File: src/rtl/mips_multicycle_ctrl_if.sv
`default_nettype none
// ============================================================================
// Module  : mips_multicycle_ctrl_if
// Brief   : IR fields / zero flag in, datapath control strobes out.
// Rev     : 1.0  initial release
// ============================================================================
interface mips_multicycle_ctrl_if;
    logic [5:0] op;
    logic [5:0] funct;
    logic       zero;
    logic       pcen;
    logic       iord;
    logic       memwrite;
    logic       irwrite;
    logic       regdst;
    logic       memtoreg;
    logic       regwrite;
    logic       alusrca;
    logic [1:0] alusrcb;
    logic [1:0] pcsrc;
    logic [2:0] alucontrol;
    logic       illegal;

    // master: the controller; slave: the datapath it steers
    modport master (
        input  op, funct, zero,
        output pcen, iord, memwrite, irwrite, regdst, memtoreg, regwrite,
               alusrca, alusrcb, pcsrc, alucontrol, illegal
    );
    modport slave (
        output op, funct, zero,
        input  pcen, iord, memwrite, irwrite, regdst, memtoreg, regwrite,
               alusrca, alusrcb, pcsrc, alucontrol, illegal
    );
endinterface
`default_nettype wire

File: src/rtl/mips_multicycle_ctrl.sv
`default_nettype none
// ============================================================================
// Module  : mips_multicycle_ctrl
// Brief   : Multicycle MIPS control FSM; MIPS_CTRL_BNE_EN adds bne support.
// Rev     : 1.0  initial release
// ============================================================================
module mips_multicycle_ctrl #(
    parameter int UNKNOWN_OP_TRAP = 0
) (
    input  wire logic                   clk,
    input  wire logic                   reset,
    mips_multicycle_ctrl_if.master      bus
);
    localparam logic [3:0] c_st_fetch   = 4'd0;
    localparam logic [3:0] c_st_decode  = 4'd1;
    localparam logic [3:0] c_st_memadr  = 4'd2;
    localparam logic [3:0] c_st_memrd   = 4'd3;
    localparam logic [3:0] c_st_memwb   = 4'd4;
    localparam logic [3:0] c_st_memwr   = 4'd5;
    localparam logic [3:0] c_st_rtypeex = 4'd6;
    localparam logic [3:0] c_st_rtypewb = 4'd7;
    localparam logic [3:0] c_st_beqex   = 4'd8;
    localparam logic [3:0] c_st_addiex  = 4'd9;
    localparam logic [3:0] c_st_addiwb  = 4'd10;
    localparam logic [3:0] c_st_jex     = 4'd11;
    localparam logic [3:0] c_st_trap    = 4'd12;
`ifdef MIPS_CTRL_BNE_EN
    localparam logic [3:0] c_st_bneex   = 4'd13;
`endif

    localparam logic [5:0] c_op_lw    = 6'b100011;
    localparam logic [5:0] c_op_sw    = 6'b101011;
    localparam logic [5:0] c_op_rtype = 6'b000000;
    localparam logic [5:0] c_op_beq   = 6'b000100;
    localparam logic [5:0] c_op_addi  = 6'b001000;
    localparam logic [5:0] c_op_j     = 6'b000010;
`ifdef MIPS_CTRL_BNE_EN
    localparam logic [5:0] c_op_bne   = 6'b000101;
`endif
    localparam logic [3:0] c_st_unknown = (UNKNOWN_OP_TRAP != 0) ? c_st_trap : c_st_fetch;

    logic [3:0] r_state;
    logic [3:0] w_next;
    logic       w_pcwrite;
    logic       w_branch;
    logic       w_branchne;

    always_ff @(posedge clk) begin
        if (reset) begin
            r_state <= c_st_fetch;
        end else begin
            r_state <= w_next;
        end
    end

    always_comb begin
        w_next = c_st_fetch;
        case (r_state)
            c_st_fetch:   w_next = c_st_decode;
            c_st_decode: begin
                case (bus.op)
                    c_op_lw, c_op_sw: w_next = c_st_memadr;
                    c_op_rtype:       w_next = c_st_rtypeex;
                    c_op_beq:         w_next = c_st_beqex;
                    c_op_addi:        w_next = c_st_addiex;
                    c_op_j:           w_next = c_st_jex;
`ifdef MIPS_CTRL_BNE_EN
                    c_op_bne:         w_next = c_st_bneex;
`endif
                    default:          w_next = c_st_unknown;
                endcase
            end
            c_st_memadr:  w_next = (bus.op == c_op_sw) ? c_st_memwr : c_st_memrd;
            c_st_memrd:   w_next = c_st_memwb;
            c_st_rtypeex: w_next = c_st_rtypewb;
            c_st_addiex:  w_next = c_st_addiwb;
            c_st_trap:    w_next = c_st_trap;
            default:      w_next = c_st_fetch;
        endcase
    end

    always_comb begin
        bus.iord       = 1'b0;
        bus.memwrite   = 1'b0;
        bus.irwrite    = 1'b0;
        bus.regdst     = 1'b0;
        bus.memtoreg   = 1'b0;
        bus.regwrite   = 1'b0;
        bus.alusrca    = 1'b0;
        bus.alusrcb    = 2'b00;
        bus.pcsrc      = 2'b00;
        bus.alucontrol = 3'b000;
        bus.illegal    = 1'b0;
        w_pcwrite      = 1'b0;
        w_branch       = 1'b0;
        w_branchne     = 1'b0;
        case (r_state)
            c_st_fetch: begin
                bus.irwrite    = 1'b1;
                w_pcwrite      = 1'b1;
                bus.alusrcb    = 2'b01;
                bus.alucontrol = 3'b010;
            end
            c_st_decode: begin
                bus.alusrcb    = 2'b11;
                bus.alucontrol = 3'b010;
            end
            c_st_memadr, c_st_addiex: begin
                bus.alusrca    = 1'b1;
                bus.alusrcb    = 2'b10;
                bus.alucontrol = 3'b010;
            end
            c_st_memrd:  bus.iord = 1'b1;
            c_st_memwb: begin
                bus.regwrite = 1'b1;
                bus.memtoreg = 1'b1;
            end
            c_st_memwr: begin
                bus.iord     = 1'b1;
                bus.memwrite = 1'b1;
            end
            c_st_rtypeex: begin
                bus.alusrca = 1'b1;
                case (bus.funct)
                    6'b100010: bus.alucontrol = 3'b110;
                    6'b100100: bus.alucontrol = 3'b000;
                    6'b100101: bus.alucontrol = 3'b001;
                    6'b101010: bus.alucontrol = 3'b111;
                    default:   bus.alucontrol = 3'b010;
                endcase
            end
            c_st_rtypewb: begin
                bus.regwrite = 1'b1;
                bus.regdst   = 1'b1;
            end
            c_st_beqex: begin
                bus.alusrca    = 1'b1;
                bus.alucontrol = 3'b110;
                bus.pcsrc      = 2'b01;
                w_branch       = 1'b1;
            end
`ifdef MIPS_CTRL_BNE_EN
            c_st_bneex: begin
                bus.alusrca    = 1'b1;
                bus.alucontrol = 3'b110;
                bus.pcsrc      = 2'b01;
                w_branchne     = 1'b1;
            end
`endif
            c_st_addiwb: bus.regwrite = 1'b1;
            c_st_jex: begin
                bus.pcsrc = 2'b10;
                w_pcwrite = 1'b1;
            end
            c_st_trap:   bus.illegal = 1'b1;
            default: ;
        endcase

        // During reset the outputs mirror FETCH with every write strobe held low
        if (reset) begin
            bus.iord       = 1'b0;
            bus.memwrite   = 1'b0;
            bus.irwrite    = 1'b0;
            bus.regdst     = 1'b0;
            bus.memtoreg   = 1'b0;
            bus.regwrite   = 1'b0;
            bus.alusrca    = 1'b0;
            bus.alusrcb    = 2'b01;
            bus.pcsrc      = 2'b00;
            bus.alucontrol = 3'b010;
            bus.illegal    = 1'b0;
            w_pcwrite      = 1'b0;
            w_branch       = 1'b0;
            w_branchne     = 1'b0;
        end
        bus.pcen = w_pcwrite | (w_branch & bus.zero) | (w_branchne & ~bus.zero);
    end
endmodule
`default_nettype wire

File: src/flat_wrapper.sv
// flat-port wrapper written by rule: the top's interface ports become plain ports
module mips_multicycle_ctrl_flat 
#(
    parameter int UNKNOWN_OP_TRAP = 0
)
  (clk, reset, bus_op, bus_funct, bus_zero, bus_pcen, bus_iord, bus_memwrite, bus_irwrite, bus_regdst, bus_memtoreg, bus_regwrite, bus_alusrca, bus_alusrcb, bus_pcsrc, bus_alucontrol, bus_illegal);
  mips_multicycle_ctrl_if bus_i ();
  input  wire logic clk;
  input  wire logic reset;
  input wire logic [$bits(bus_i.op)-1:0] bus_op;
  input wire logic [$bits(bus_i.funct)-1:0] bus_funct;
  input wire logic [$bits(bus_i.zero)-1:0] bus_zero;
  output wire logic [$bits(bus_i.pcen)-1:0] bus_pcen;
  output wire logic [$bits(bus_i.iord)-1:0] bus_iord;
  output wire logic [$bits(bus_i.memwrite)-1:0] bus_memwrite;
  output wire logic [$bits(bus_i.irwrite)-1:0] bus_irwrite;
  output wire logic [$bits(bus_i.regdst)-1:0] bus_regdst;
  output wire logic [$bits(bus_i.memtoreg)-1:0] bus_memtoreg;
  output wire logic [$bits(bus_i.regwrite)-1:0] bus_regwrite;
  output wire logic [$bits(bus_i.alusrca)-1:0] bus_alusrca;
  output wire logic [$bits(bus_i.alusrcb)-1:0] bus_alusrcb;
  output wire logic [$bits(bus_i.pcsrc)-1:0] bus_pcsrc;
  output wire logic [$bits(bus_i.alucontrol)-1:0] bus_alucontrol;
  output wire logic [$bits(bus_i.illegal)-1:0] bus_illegal;
  assign bus_i.op = bus_op;
  assign bus_i.funct = bus_funct;
  assign bus_i.zero = bus_zero;
  assign bus_pcen = bus_i.pcen;
  assign bus_iord = bus_i.iord;
  assign bus_memwrite = bus_i.memwrite;
  assign bus_irwrite = bus_i.irwrite;
  assign bus_regdst = bus_i.regdst;
  assign bus_memtoreg = bus_i.memtoreg;
  assign bus_regwrite = bus_i.regwrite;
  assign bus_alusrca = bus_i.alusrca;
  assign bus_alusrcb = bus_i.alusrcb;
  assign bus_pcsrc = bus_i.pcsrc;
  assign bus_alucontrol = bus_i.alucontrol;
  assign bus_illegal = bus_i.illegal;
  mips_multicycle_ctrl #(.UNKNOWN_OP_TRAP(UNKNOWN_OP_TRAP)) u_core (.clk(clk), .reset(reset), .bus(bus_i));
endmodule
File: config.mk
export PLATFORM = sky130hd
export DESIGN_NAME = mips_multicycle_ctrl_flat
export DESIGN_NICKNAME = d
export VERILOG_FILES = /design/src/rtl/mips_multicycle_ctrl_if.sv /design/src/rtl/mips_multicycle_ctrl.sv /design/src/flat_wrapper.sv
export SDC_FILE = /design/constraint.sdc
export NUM_CORES = 1
export LEC_CHECK = 0
export CORE_MARGIN = 5
export CORE_UTILIZATION = 34
export CTS_CLUSTER_SIZE = 16
export DETAILED_ROUTE_END_ITERATION = 16
export PLACE_DENSITY = 0.76
export SETUP_SLACK_MARGIN = 0.05
export SLEW_MARGIN = 10
export SYNTH_ARGS = -nofsm -noshare
export SYNTH_HDL_FRONTEND = slang
export SYNTH_SLANG_ARGS = --single-unit
export TNS_END_PERCENT = 20
File: constraint.sdc
create_clock -name clk -period 1.35 [get_ports clk]
set_input_delay 0.135 -clock clk [delete_from_list [all_inputs] [get_ports clk]]
set_output_delay 0.135 -clock clk [all_outputs]
set_load 0.05 [all_outputs]
==> impl_metrics.json <==
{
  "maxSlewHeadroom": 0.775,
  "largest_reg_flops": 4,
  "layout.nets": 155,
  "synth_area_um2": 572,
  "dp_cells": 150,
  "worst_pin_slew_ns": 0.335,
  "die_area_um2": 2600,
  "avgViaCountPerCell": 6.43,
  "crit_fanout": 4,
  "cts.sinks": 4,
  "reg.largest.list": "u_core.r_state: 4 flops",
  "syn_to_final_growth_pct": 169,
  "r2r_cells": 4,
  "min-delay-start": "reset",
  "drt_iter0_markers": 63,
  "grt_pass1_wl_um": 4630,
  "clk-insertion-delay-late_ns": 0.25,
  "synthCells": 86,
  "grt_setup_unrepaired": "yes",
  "ys_seq_area_frac": 0.140,
  "hold_class": "in -> reg",
  "num_vias": 990,
  "finalWorstSetupSlack_ns": -0.426,
  "cp.required_ns": 1.22,
  "wl_um": 3770,
  "regMostFlops": "u_core.r_state",
  "start_util": 0.367,
  "final_cells": 154,
  "timing.final.crit_share": 1.32,
  "syn_nets": 101,
  "ios": 31,
  "numCtsBuffers": 3,
  "r2r_setup_slack_ns": -0.11,
  "hpwlAfterDp_um": 2030,
  "critical_path_arrival_ns": 1.64,
  "die_y_um": 51.0,
  "drtAntennaViolNets": 0,
  "cp-start-kind": "register",
  "synth.distinct_cells": 36,
  "fin_skew_ns": 0.0121,
  "syn_avg_cell_area_um2": 6.65,
  "cts_tree": "built",
  "finalPower_uw": 621,
  "drive_gt1_frac": 0.630,
  "period_minus_slack_ns": 1.78,
  "reg2reg_to": "u_core.r_state[3]$_SDFF_PP0_",
  "whs_endpoint": "u_core.r_state[2]$_SDFF_PP0_",
  "final_common_cell": "buf_4",
  "antenna_cells": 0,
  "p_per_area_nw_per_um2": 404,
  "grt_usage": 0.234,
  "port_buffers": 30,
  "critPathCaptureType": "primary output",
  "grt_overflow": 0,
  "maxCapViolations": 0,
  "post-route-cell-area_um2": 1540,
  "yosys_warnings": 0,
  "fp.dieW_um": 51.0,
  "gp_congestion": 0.865,
  "setup_violations": 20,
  "ir_worst_vdd_mv": 0.574,
  "drc": 0,
  "ys_ff_latch": 4,
  "rows": 14,
  "routedWlPerCell_um": 24.5,
  "grt_max_degree": 15,
  "final_cell_mix": "20 x buf_4, 15 x buf_12, 8 x clkdlybuf4s50_1",
  "fmax_ghz": 0.563,
  "worstReg2RegStart": "u_core.r_state[1]$_SDFF_PP0_",
  "ctsHtreeMaxLevel": 1,
  "core_area_um2": 1560,
  "whs_path_depth": 5,
  "drt_first_pass_iters": 4,
  "outcome": "finished with violations",
  "clkSlewWorstSetupHoldPaths_ns": 0.05,
  "holdWs_ns": 0.739,
  "violations": "setup timing",
  "place_area_um2": 1370,
  "cts_hold_buffers": 0,
  "antenna_found_initial": 0,
  "clock_path_buffers": 2,
  "grt_pass1_vias": 942,
  "finalHoldViolCount": 0,
  "clock-root-buffer": "clkbuf_4",
  "drv_slew": 0,
  "p_leak_uw": 0.000597,
  "critPathKind": "reg -> out"
}
## final cells by class
type,count,area (um^2)
Clock buffer,3,22.5
Timing Repair Buffer,54,666
Multi-Input combinational cell,71,717
Inverter,6,22.5
Tap cell,16,20.0
Sequential cell,4,90.1
Fill cell,13,21.3
## worst max path at each step
stage / startpoint / end / slack, ns / cells after the start
3_5_place_dp: bus_funct[4] / bus_alucontrol[2] / -0.39 / 5
5_1_grt: u_core.r_state[1]$_SDFF_PP0_ / bus_regwrite / -0.46 / 7
6_report: u_core.r_state[1]$_SDFF_PP0_ / bus_alucontrol[2] / -0.43 / 4
2_1_floorplan: u_core.r_state[3]$_SDFF_PP0_ / bus_alucontrol[2] / -0.17 / 3
3_3_place_gp: bus_funct[4] / bus_alucontrol[2] / -0.36 / 5
4_1_cts: u_core.r_state[3]$_SDFF_PP0_ / bus_alucontrol[2] / -0.37 / 4
## where the power goes
group	internal (uW)	switching [uW]	leakage, uW
logic	154	178	0.000548
clock network	100	59.6	0.0000138
registers	121	7.93	0.0000349
## routing by layer
metal,global-route usage,up-vias,routed length [um]
met5,0,-,0
met4,0.0987,0,274
met3,0.0378,28,260
met2,0.425,84,1900
met1,0.269,459,1340
li1,-,419,-
## cell usage after synthesis
cell type	instances	area share
a221oi_1	1	0.015
or2_2	1	0.011
a211oi_1	2	0.026
o21a_1	4	0.053
o22ai_1	2	0.022
a221oi_2	1	0.026
a21o_1	1	0.013
nand3_1	2	0.018
o2bb2a_1	1	0.018
buf_2	2	0.018
xor2_1	1	0.015
a21oi_1	3	0.026
nand2_1	7	0.046
or4_4	1	0.020
o21bai_1	1	0.013
or4b_1	1	0.018
nand2b_4	1	0.024
nand4_1	1	0.011
nor2_1	12	0.079
nor4_1	2	0.022
o21ai_1	1	0.0087
a22oi_1	1	0.013
o21ai_0	4	0.035
a21boi_0	2	0.026
nand3b_1	1	0.013
nor4_4	1	0.037
or3_1	1	0.011
clkbuf_1	3	0.020
nand2b_1	3	0.033
and3_1	1	0.011
nor2b_1	2	0.022
xnor2_1	2	0.031
inv_1	6	0.039
dfxtp_1	4	0.14
nor3_1	6	0.053
o41ai_1	1	0.015
## timing repair
action,in CTS,in global routing
setup buffers,0,1
pin swaps,8,6
setup endpoints to repair,20,20
hold endpoints to repair,0,0
gates resized for setup,15,21
## kinds of logic (layout without fill, tap and decap cells)
kind of cell	after synthesis	after routing	share of synthesized area
AO/OA/AOI/OAI	25	25	0.311
buffers and inverters	11	63	0.0766
AND/OR/NAND/NOR	43	43	0.427
flip-flops	4	4	0.140
XOR/XNOR	3	3	0.0460
## worst max-delay path, stage by stage (launching register included)
cell	delay, ns
dfxtp_4	0.36
nor2b_4	0.15
or4b_4	0.52
o22ai_4	0.21
buf_12	0.16
## through the flow
stage,util,setup WS (ns),TNS (ns)
CTS,0.926,-0.372,-3.49
floorplan,-,-0.165,-0.667
global route,0.986,-0.464,-5.11
detailed placement,0.878,-0.390,-3.68
global placement,0.878,-0.358,-3.39
finish,0.986,-0.426,-4.40
Power figures use the tool's default switching activity.
